`config.mk`:
```
export PLATFORM = sky130hd
export DESIGN_NAME = reg_bank_sequencer
export DESIGN_NICKNAME = d
export VERILOG_FILES = /design/src/rtl/reg_bank_sequencer.sv
export SDC_FILE = /design/constraint.sdc
export NUM_CORES = 1
export LEC_CHECK = 0
export BUFFER_PORTS_ARGS = -buffer_cell sky130_fd_sc_hd__buf_2
export CAP_MARGIN = 20
export CORE_ASPECT_RATIO = 1.25
export CORE_MARGIN = 2
export CORE_UTILIZATION = 30
export DETAILED_ROUTE_END_ITERATION = 7
export MAX_ROUTING_LAYER = met4
export SETUP_SLACK_MARGIN = 0.4
export SYNTH_ARGS = -nofsm -noshare
export SYNTH_HDL_FRONTEND = slang
export SYNTH_SLANG_ARGS = --single-unit
```
`constraint.sdc`:
```
create_clock -name clk -period 4.1 [get_ports clk]
set_input_delay 0.82 -clock clk [delete_from_list [all_inputs] [get_ports clk]]
set_output_delay 0.82 -clock clk [all_outputs]
set_load 0.03 [all_outputs]
```
`src/rtl/reg_bank_sequencer.sv`:
```
// reg_bank_sequencer: takes 16-bit register-transfer instructions over a
// valid/ready handshake and drives the 8x8 register bank (selectors, read/write
// enables, indirect strobe). It computes ALU results from the bank's read
// ports, writes them back, and keeps the zero/carry flags.
//
// Every instruction takes exactly three cycles:
//   state | meaning
//   IDLE  | ready for an instruction, bank controls quiet
//   OPER  | selectors driven, operands read, result and flags registered
//   WRITE | result presented, write enable for opcodes 1-7, done/err pulse
module reg_bank_sequencer #(
  parameter int DATA_W = 8,
  parameter int SEL_W  = 3
) (
  input  logic              clk,
  input  logic              rst_n,
  input  logic              instr_valid,
  input  logic [15:0]       instr,
  output logic              instr_ready,
  output logic              rb_read_en,
  output logic              rb_write_en,
  output logic [SEL_W-1:0]  rb_rx_sel,
  output logic [SEL_W-1:0]  rb_ry_sel,
  output logic              rb_indirect_en,
  output logic [DATA_W-1:0] rb_in_data,
  input  logic [DATA_W-1:0] rb_bus_data,
  input  logic [DATA_W-1:0] rb_rx_data,
  input  logic [DATA_W-1:0] rb_ry_data,
  output logic              done,
  output logic              err,
  output logic              flag_z,
  output logic              flag_c
);

  typedef enum logic [1:0] {
    IDLE  = 2'd0,
    OPER  = 2'd1,
    WRITE = 2'd2
  } state_t;

  localparam logic [3:0] OP_NOP  = 4'd0;
  localparam logic [3:0] OP_MOV  = 4'd1;
  localparam logic [3:0] OP_MOVI = 4'd2;
  localparam logic [3:0] OP_LDI  = 4'd3;
  localparam logic [3:0] OP_ADD  = 4'd4;
  localparam logic [3:0] OP_SUB  = 4'd5;
  localparam logic [3:0] OP_AND  = 4'd6;
  localparam logic [3:0] OP_OR   = 4'd7;
  localparam logic [3:0] OP_CMP  = 4'd8;

  state_t             state_q, state_d;
  logic [15:0]        instr_q, instr_d;
  logic [DATA_W-1:0]  result_q, result_d;
  logic               flag_z_q, flag_z_d;
  logic               flag_c_q, flag_c_d;

  logic [3:0]         op;
  logic [SEL_W-1:0]   rx_f;
  logic [SEL_W-1:0]   ry_f;
  logic [DATA_W-1:0]  imm_f;
  logic [DATA_W:0]    sum;
  logic [DATA_W:0]    diff;
  logic               op_illegal;
  logic               op_writes;

  // Field decode of the latched instruction; ry and imm overlap by design.
  always_comb begin
    op         = instr_q[15:12];
    rx_f       = instr_q[9 +: SEL_W];
    ry_f       = instr_q[6 +: SEL_W];
    imm_f      = instr_q[DATA_W-1:0];
    op_illegal = (op > OP_CMP);
    op_writes  = (op >= OP_MOV) && (op <= OP_OR);
  end

  // Operand arithmetic; the top bit is carry for the sum and borrow for the difference.
  always_comb begin
    sum  = {1'b0, rb_rx_data} + {1'b0, rb_ry_data};
    diff = {1'b0, rb_rx_data} - {1'b0, rb_ry_data};
  end

  // State, latched instruction, result and flag registers.
  always_ff @(posedge clk or negedge rst_n) begin
    if (!rst_n) begin
      state_q  <= IDLE;
      instr_q  <= '0;
      result_q <= '0;
      flag_z_q <= 1'b0;
      flag_c_q <= 1'b0;
    end else begin
      state_q  <= state_d;
      instr_q  <= instr_d;
      result_q <= result_d;
      flag_z_q <= flag_z_d;
      flag_c_q <= flag_c_d;
    end
  end

  // Next-state logic, result/flag capture and bank control outputs.
  always_comb begin
    state_d        = state_q;
    instr_d        = instr_q;
    result_d       = result_q;
    flag_z_d       = flag_z_q;
    flag_c_d       = flag_c_q;
    instr_ready    = 1'b0;
    rb_read_en     = 1'b0;
    rb_write_en    = 1'b0;
    rb_rx_sel      = '0;
    rb_ry_sel      = '0;
    rb_indirect_en = 1'b0;
    done           = 1'b0;
    err            = 1'b0;

    case (state_q)
      IDLE: begin
        instr_ready = 1'b1;
        if (instr_valid) begin
          instr_d = instr;
          state_d = OPER;
        end
      end

      OPER: begin
        rb_rx_sel      = rx_f;
        rb_ry_sel      = ry_f;
        rb_read_en     = (op == OP_MOV) || (op == OP_LDI);
        rb_indirect_en = (op == OP_LDI);
        case (op)
          OP_MOV, OP_LDI: result_d = rb_bus_data;
          OP_MOVI:        result_d = imm_f;
          OP_ADD: begin
            result_d = sum[DATA_W-1:0];
            flag_z_d = (sum[DATA_W-1:0] == '0);
            flag_c_d = sum[DATA_W];
          end
          OP_SUB: begin
            result_d = diff[DATA_W-1:0];
            flag_z_d = (diff[DATA_W-1:0] == '0);
            flag_c_d = diff[DATA_W];
          end
          OP_AND: begin
            result_d = rb_rx_data & rb_ry_data;
            flag_z_d = ((rb_rx_data & rb_ry_data) == '0);
            flag_c_d = 1'b0;
          end
          OP_OR: begin
            result_d = rb_rx_data | rb_ry_data;
            flag_z_d = ((rb_rx_data | rb_ry_data) == '0);
            flag_c_d = 1'b0;
          end
          OP_CMP: begin
            // Flags only; the result register keeps the last written value.
            flag_z_d = (diff[DATA_W-1:0] == '0);
            flag_c_d = diff[DATA_W];
          end
          default: ;  // NOP and illegal opcodes leave result and flags alone
        endcase
        state_d = WRITE;
      end

      WRITE: begin
        rb_rx_sel   = rx_f;
        rb_ry_sel   = ry_f;
        rb_write_en = op_writes;
        done        = 1'b1;
        err         = op_illegal;
        state_d     = IDLE;
      end

      default: state_d = IDLE;
    endcase
  end

  // Write data always shows the last result so the bus is stable outside WRITE.
  always_comb begin
    rb_in_data = result_q;
    flag_z     = flag_z_q;
    flag_c     = flag_c_q;
  end

  // op NOP is decoded implicitly through the default arms above.
  logic unused_nop;
  always_comb unused_nop = (op == OP_NOP);

endmodule

```
Word-level counts from Yosys, hierarchy flattened:

Index checks and enable logic that the tools add are counted.

* memory bits (writable): 0
* word-level logic and storage cells: 54
* memory bits (read-only): 0
* memories kept: 0
* flip-flop bits (word level): 28
* latch bits: 0

* reduce and logical (&&, ||, !) cells: 18
* multiplexer cells: 13
* magnitude comparators: 3
* equal/unequal tests: 11
* multiply operators: 0
* div/mod/pow operators: 0
* add/subtract/negate cells: 2
* bitwise gates (word level): 2
* shifts and indexed selects: 0

Operators with widths (count)
* one-hot mux 8 bit (6 select lines): 1
* logical NOT 8 bit: 4
* equality test 4 x 3 -> 1 bit (second input constant): 4
* adder 8 x 8 -> 9 bit: 1
* subtractor 8 x 8 -> 9 bit: 1
* AND 8 bit: 1
* equality test 4 x 2 -> 1 bit (second input constant): 2
* OR 8 bit: 1
* AND reduction 2 bit: 4
* OR reduction 2 bit: 4
* two-way mux 1 bit: 6
* two-way mux 3 bit: 2
* nonzero test 6 bit: 1
* equality test 4 x 1 -> 1 bit (second input constant): 1
* equality test 4 bit (second input constant): 1
* greater-or-equal comparator 4 x 1 -> 1 bit (second input constant): 1
* greater-than comparator 4 bit (second input constant): 1
* <= comparator 4 x 3 -> 1 bit (second input constant): 1
* one-hot mux 1 bit (4 select lines): 1
* one-hot mux 2 bit (2 select lines): 1
* nonzero test 4 bit: 1
* one-hot mux 1 bit (3 select lines): 1
* nonzero test 3 bit: 1
* equality test 2 x 1 -> 1 bit (second input constant): 1
* 6 further kinds: 6

Depth between registers and ports, before layout:

Gate-level depths: netlist of run 1.

* depth in word-level cells: 4
* gate-level depth with buffers: 11

Least setup slack after synthesis of run 1:

No wires, ideal clock.

* kind: in2reg
* start point: input rb_rx_data[0]
* end point: register flag_z_q (netlist: flag_z)
* buffers on the path: 0
* data arrival time: 2581 ps
* stages: 10
* setup slack: 1437 ps
* data required time: 4018 ps
* setup time: 82 ps
* cells stage by stage: ha_1 -> inv_1 -> fa_1 -> nor2b_1 -> o21a_1 -> o21ai_1 -> a21oi_1 -> a211oi_1 -> or3b_1 -> a31oi_1

* longest elaborated chain between the ends: 3
* elaborated cells on any way between the ends: 9
* classes of those cells: add/sub (2); mux (1); bitwise (2); reduce/logical (4)

Ends and longest elaborated chain
* from (decl): line 27 `input logic [DATA_W-1:0] rb_rx_data,`
* subtractor 8 x 8 -> 9 bit, or another cell as far along: line 79 `diff = {1'b0, rb_rx_data} - {1'b0, rb_ry_data};`
* logical NOT 8 bit (on tied branches)
* one-hot mux 1 bit (4 select lines) (*): line 129 `case (op)`
* to (signal assigned): line 94 `flag_z_q <= flag_z_d;`
* to (decl): line 54 `logic flag_z_q, flag_z_d;`

Mark *: on every way between the ends. The rest lies on a longest branch, timed or not.
A chain may end at the register's enable or synchronous reset.

Worst setup path after layout of run 1:

* start point: register instr_q[14]
* end point: output rb_indirect_en

* longest elaborated chain between the ends: 2

Ends and longest elaborated chain
* from (decl): line 52 `logic [15:0] instr_q, instr_d;`
* from (signal assigned): line 92 `instr_q <= instr_d;`
* equality test 4 x 2 -> 1 bit: line 128 `rb_indirect_en = (op == OP_LDI);`
* two-way mux 1 bit: line 115 `case (state_q)`
* to (decl): line 24 `output logic rb_indirect_en,`

Every way passes these cells.

==> results of run 1 <==
Yosys cell counts (2+ instances only):
| cell type | number | area (µm²) |
|---|---|---|
| inv_1 | 29 | 108.9 |
| o21ai_1 | 3 | 15.01 |
| o221ai_1 | 2 | 17.52 |
| ha_1 | 27 | 337.8 |
| mux2_2 | 17 | 191.4 |
| o211ai_1 | 4 | 30.03 |
| buf_2 | 2 | 10.01 |
| dfrtp_1 | 28 | 700.7 |
| fa_1 | 2 | 40.04 |
| o21a_1 | 2 | 15.01 |
| nor2b_1 | 2 | 12.51 |
| nand2b_1 | 5 | 31.28 |
| and2_1 | 7 | 43.79 |
| o21bai_1 | 3 | 22.52 |
| clkbuf_1 | 8 | 30.03 |
| nand4_1 | 4 | 25.02 |
| o31ai_1 | 3 | 22.52 |
| xor2_1 | 6 | 52.55 |
| a21oi_1 | 17 | 85.08 |
| nor2_1 | 38 | 142.6 |
| nand2_1 | 18 | 67.56 |
| nand3_1 | 4 | 20.02 |
| o21ai_0 | 19 | 95.09 |
| xnor2_1 | 6 | 52.55 |
| nor3_1 | 8 | 40.04 |
| buf_4 | 2 | 15.01 |
| and3_1 | 2 | 12.51 |
| a211oi_1 | 7 | 52.55 |
| a31oi_1 | 4 | 25.02 |
layout make-up:
cell class / count / area (µm²) / share of cell area
clock buffer: 3 / 41.29 / 0.01414
multi-input combinational: 227 / 1619 / 0.5546
inverter: 29 / 108.9 / 0.03729
timing repair buffer: 65 / 327.8 / 0.1123
sequential: 28 / 700.7 / 0.2400
tap: 97 / 121.4 / 0.04158
worst register-to-register path, stage by stage, from the launching register on:
cell and delay (ps):
dfrtp_1 700, inv_1 360, nor2_1 160, o21ai_0 220
nor4_1 340, nand4_1 150, o32a_1 320, a31oi_1 160
kinds of logic after synthesis:
group	Yosys count	share of synthesized area
and+or+nand+nor	92	0.1750
AOI/OAI and AO/OA	76	0.1996
buffers and inverters	42	0.07021
adders and majority gates	29	0.1515
DFF	28	0.2808
muxes	18	0.08074
xor gates and xnor gates	12	0.04213
flip-flops by register name, indices dropped and copies added, names as in the netlist:
signal and flops:
flag_c 1, state_q 2, instr_q 16, flag_z 1
rb_in_data 8
worst paths after layout:
kind,end,depth (start not counted),from
setup / recovery,rb_indirect_en,5,instr_q[14]
hold / removal,rb_in_data[3],2,rb_in_data[3]
setup reg to reg,flag_z,7,instr_q[12]
hold reg to reg,rb_in_data[3],2,rb_in_data[3]
max in group asynchronous,instr_q[15],1,rst_n
min in group asynchronous,rb_in_data[3],1,rst_n
through the flow:
stage	total power, µW	hold slack [ps]
floorplan	1366	470.6
global placement	1679	459.6
detailed placement	1694	473.8
CTS	1846	498.2
global route	1990	527.7
finish	1833	489.7
report_power, final:
group / switching (µW) / total [µW] / leakage [µW] / internal (µW)
Clock: 82.5 / 148 / 0.0000216 / 66.0
Combinational: 692 / 1110 / 0.00103 / 414
Sequential: 163 / 578 / 0.000333 / 414
metal layers:
layer / vias to the layer above / global-route usage / share of wire
li1: 1139 / - / -
met1: 1077 / 0.2009 / 0.42
met2: 49 / 0.2919 / 0.52
met3: 8 / 0.01009 / 0.032
met4: 0 / 0.04875 / 0.023
met5: - / - / 0
==> impl_results.md, run 1 <==
* Status: finished, final reports clean
* Worst-case clock buffer depth at 2
* Cell Pwr Density at 627.8 nW/µm²
* Core area at 8148 µm²
* CTS clk-pin slew, worst paths at 90 ps
* Top_reg_cell synth: dfrtp_1
* First-pass GRT wire length at 11.71 mm
* Layout area overhead at 17.00%
* Starting DRT DRC Count at 132
* PortBufs at 64
* R2R setup slack at 1620 ps
* Routed Antenna Nets at 0
* Worst-Margin Slew at 724.0 ps
* Placed Area at 2878 µm²
* Site row count at 37
* Clk sinks at 28
* Avg WL per Cell at 15.62 µm
* CP max stage cell: dfrtp_1
* Final min period at 3053 ps
* Final wirelength at 7.012 mm
* Top cell by count, worst path: nand2_1
* FF+latch count, synth at 28
* Setup WS pre-CTS at 992.1 ps
* Final worst setup slack at 1047 ps
* Inserted Clock Buffers at 3
* Fraction of registers with async set/reset at 1.000
* Crit share post-route at 0.7445
* RSZ-0062 raised after global routing: no
* Most common cell after layout, fill and taps aside: buf_2
* Placed Cells incl. Taps at 446
* Nets at 426
* Initial core utilization at 0.3062
* CP bufs+invs at 2
* Initial antenna violation count at 0
* Post-CTS Hold Buffers at 0
* Ys Warns at 0
* Vias at 2273
* GR Overflow Total at 0
* Maxcap violations at 0
* Total track usage at 0.1649
* Slew margin rel. at 0.5161
* Largest net degree at the start of global routing at 29
* Syn nets at 369
* Register area share after synthesis at 0.2808
* Worst clock skew at 3.853 ps
* Startpoint Class: flip-flop
* Fin area at 2919 µm²
* Skew-Pair Late Insertion Delay at 270 ps
* DR pass1 iterations at 4
* Final Wtd Congestion at 0.8757
* Fin. max-slew vios at 0
* CP Capture Type: output port
* Cell variety after synth at 47
* Final core utilization at 0.3583
* Max VDD drop at 0.0003457 V
* Setup Viol. Count Final at 0
* Full die area at 9066 µm²
* Vias in the first global route at 2287
* HPWL after DPL at 5.710 mm
* Inserted Diodes at 0
* Syn Inst Count at 297
* Post-synth EDFFs at 0
* Worst hold path class: reg2reg
* Avg Synthesized Cell Area at 8.400 µm²
* Die height at 106.0 µm
* Root Driver: clkbuf_8
* Data required, critical path at 3280 ps
* Critical path's largest stage delay at 700 ps
* Setup bufs post-CTS at 0
* IO Pins at 65
* Max Fclk at 327.6 MHz
* Leak at 0.001390 µW
* Crit Path Class: reg2out
* CTS tree: built
* Crit path DAT at 2230 ps
* Synth Cell Area at 2495 µm²
* Finished Layout Cells at 449
* Crit-path max FO at 17
* FILL cells at 873
* Fin. Hold Viols at 0
* H-tree depth at 1
* Setup_tns at 0 ps
* Share of layout cells above drive strength 1 at 0.2557
* Die X at 85.57 µm
* Via density at 5.062
* Commonest cells after routing, fill and taps aside: buf_2 (64), nor2_1 (38), inv_1 (29)
* Crit-path cells: inv_1 > nand2_1 > nand2_1 > nor3_1 > buf_2
* Crit path max-delay family: simple AND/OR/NAND/NOR gates
* DRC Markers at 0
* Post-CTS Resized at 0
No activity file was read; power rests on OpenSTA's default activity.
==> run 2: changes to the inputs <==
Clock period 4.1 ns to 2.8 ns, I/O delays scaled along.
==> run 2 against run 1 <==
- first-iteration DRC count down 9.8%
- worst setup slack worse by 570 ps
- via count shrank 0.75%
- final area rose by 6.6%
- clock power up 120%
- total power is 56% higher
- clock skew is 3.3 ps higher
- routed wire length is 0.71% lower
- non-clock buffer count increased by 5
- utilization is 2.3 points higher
- die area unchanged
- critical path type is now in2reg
- largest cell class unchanged
==> impl_results.md, run 2 (synthesis gave the netlist of run 1 again) <==
* Status: finished, final reports clean (unchanged)
* Commonest cells after routing, fill and taps aside: buf_2 (61), nor2_1 (37), dfrtp_1 (27) (was buf_2 (64), nor2_1 (38), inv_1 (29))
* Cell Pwr Density at 920.6 nW/µm² (was 627.8 nW/µm²)
* Layout area overhead at 24.67% (was 17.00%)
* Crit path DAT at 2520 ps (was 2230 ps)
* Number of flip-flops in the largest register at 16 (unchanged)
* Final Wtd Congestion at 0.9053 (was 0.8757)
* Root Driver: clkbuf_8 (unchanged)
* RSZ-0062 raised after global routing: no (unchanged)
* Crit-path cells: buf_2 > inv_2 > ha_4 > a211oi_4 > o21ai_1 > a31oi_1 > xor2_1 > nand4_1 > or3b_1 > a31oi_1 (was inv_1 > nand2_1 > nand2_1 > nor3_1 > buf_2)
* Worst-Margin Slew at 716.9 ps (was 724.0 ps)
* Max VDD drop at 0.0005707 V (was 0.0003457 V)
* Crit-path max FO at 4 (was 17)
* Setup bufs post-CTS at 0 (unchanged)
* Die height at 106.0 µm (unchanged)
* GR Overflow Total at 0 (unchanged)
* Worst hold path class: in2async (was reg2reg)
* Post-CTS Hold Buffers at 0 (unchanged)
* CTS clk-pin slew, worst paths at 100 ps (was 90 ps)
* Final min period at 2318 ps
* Total track usage at 0.1589 (was 0.1649)
* Data required, critical path at 3010 ps (was 3280 ps)
* Crit share post-route at 0.8277
* Leak at 0.001438 µW (was 0.001390 µW)
* Final wirelength at 6.962 mm (was 7.012 mm)
* Vias at 2256 (was 2273)
* HPWL after DPL at 5.813 mm (was 5.710 mm)
* CTS tree: built (unchanged)
* NetSw at 1400 µW (was 937.8 µW)
* Fin area at 3110 µm² (was 2919 µm²)
* Fin. Hold Viols at 0 (unchanged)
* Comb pwr share at 0.611 (was 0.604)
* Initial core utilization at 0.3062 (unchanged)
* Vias in the first global route at 2279 (was 2287)
* Die X at 85.57 µm (unchanged)
* Fin. max-slew vios at 0 (unchanged)
* Inserted Diodes at 0 (unchanged)
* First-pass GRT wire length at 11.26 mm (was 11.71 mm)
* Avg WL per Cell at 15.30 µm (was 15.62 µm)
* Sw frac at 0.4888 (was 0.5117)
* Internal at 1464 µW (was 894.8 µW)
* CP max stage cell: or3b_1 (was dfrtp_1)
* Worst-case clock buffer depth at 2 (unchanged)
* Max Fclk at 431.5 MHz
* Inserted Clock Buffers at 3 (unchanged)
* Worst clock skew at 7.203 ps (was 3.853 ps)
* Startpoint Class: input port (was flip-flop)
* H-tree depth at 1 (unchanged)
* DR pass1 iterations at 4 (unchanged)
* Slew margin rel. at 0.5209 (was 0.5161)
* Largest Register: instr_q (unchanged)
* Most common cell after layout, fill and taps aside: buf_2 (unchanged)
* Setup_tns at 0 ps (unchanged)
* Starting DRT DRC Count at 119 (was 132)
* Placed Area at 2919 µm² (was 2878 µm²)
* Setup Viol. Count Final at 0 (unchanged)
* Nets at 431 (was 426)
* Largest net degree at the start of global routing at 29 (unchanged)
* Site row count at 37 (unchanged)
* Critical path's largest stage delay at 390 ps (was 700 ps)
* IO Pins at 65 (unchanged)
* Via density at 4.958 (was 5.062)
* PortBufs at 64 (unchanged)
* Crit Path Class: in2reg (was reg2out)
* Clk sinks at 28 (unchanged)
* Share of layout cells above drive strength 1 at 0.3184 (was 0.2557)
* Core area at 8148 µm² (unchanged)
* Clock power frac at 0.113 (was 0.081)
* Skew-Pair Late Insertion Delay at 270 ps (about the same)
* Top cell by count, worst path: a31oi_1 (was nand2_1)
* CP Capture Type: flip-flop (was output port)
* DRC Markers at 0 (unchanged)
* Initial antenna violation count at 0 (unchanged)
* Full die area at 9066 µm² (unchanged)
* Seq pwr share at 0.276 (was 0.315)
* Routed Antenna Nets at 0 (unchanged)
* Maxcap violations at 0 (unchanged)
-- run 2: power groups by stage --
stage	logic [µW]	clock network (µW)	registers, µW
2_1_floorplan	1160	0	846
3_3_place_gp	1700	0	796
3_5_place_dp	1720	0	801
4_1_cts	1730	331	796
5_1_grt	1910	346	825
6_report	1750	322	791
-- run 2: through the flow --
stage,util,worst slack (ps),hold WS [ps],cells,power (µW)
after global placement,0.3583,-61.62,457.8,451,2500
after detailed placement,0.3583,-98.82,465.0,451,2519
final,0.3818,482.4,290.0,455,2863
after global routing,0.3818,382.0,353.0,455,3083
after floorplan,-,417.4,264.4,297,2001
after CTS,0.3693,350.3,317.0,455,2853
-- run 2: worst paths after layout --
kind,startpoint,endpoint,slack [ps],cells after the start
setup / recovery,rb_rx_data[1],flag_z,480,10
hold / removal,rst_n,rb_in_data[5],290,1
setup reg to reg,instr_q[12],flag_z,610,7
hold reg to reg,rb_in_data[5],rb_in_data[5],490,2
max in group asynchronous,rst_n,instr_q[13],2070,1
min in group clk,rb_in_data[5],rb_in_data[5],490,2
-- run 2: cell type report --
| type | count | area (µm²) |
|---|---|---|
| clock buffers | 3 | 41.29 |
| multi-input cells | 227 | 1723 |
| inverters | 29 | 108.9 |
| fillers | 852 | 5037 |
| repair buffers | 70 | 384.1 |
| clock inverters | 1 | 30.03 |
| flip-flops and latches | 28 | 701.9 |
| well taps | 97 | 121.4 |
-- run 2: worst max-delay path: cells and delay by family --
family | cells | cell delay [ps]
simple gates | 2 | 520
xor+xnor | 1 | 240
compound gates | 4 | 740
buf+inv | 2 | 210
fa+ha+maj | 1 | 250
-- run 2: per-layer routing --
layer,up-vias,part of all wire,track usage,wire length (µm)
met5,-,0,-,0
met4,0,0.018,0.04762,123
met3,8,0.032,0.01242,221
met2,48,0.54,0.2891,3782
met1,1053,0.41,0.1851,2834
li1,1147,-,-,-
-- run 2: what timing repair did --
action | 4_1_cts | 5_1_grt
resized for setup | 5 | 25
cloned | 0 | 0
endpoints found under the setup margin | 4 | 5
pin swaps | 2 | 11
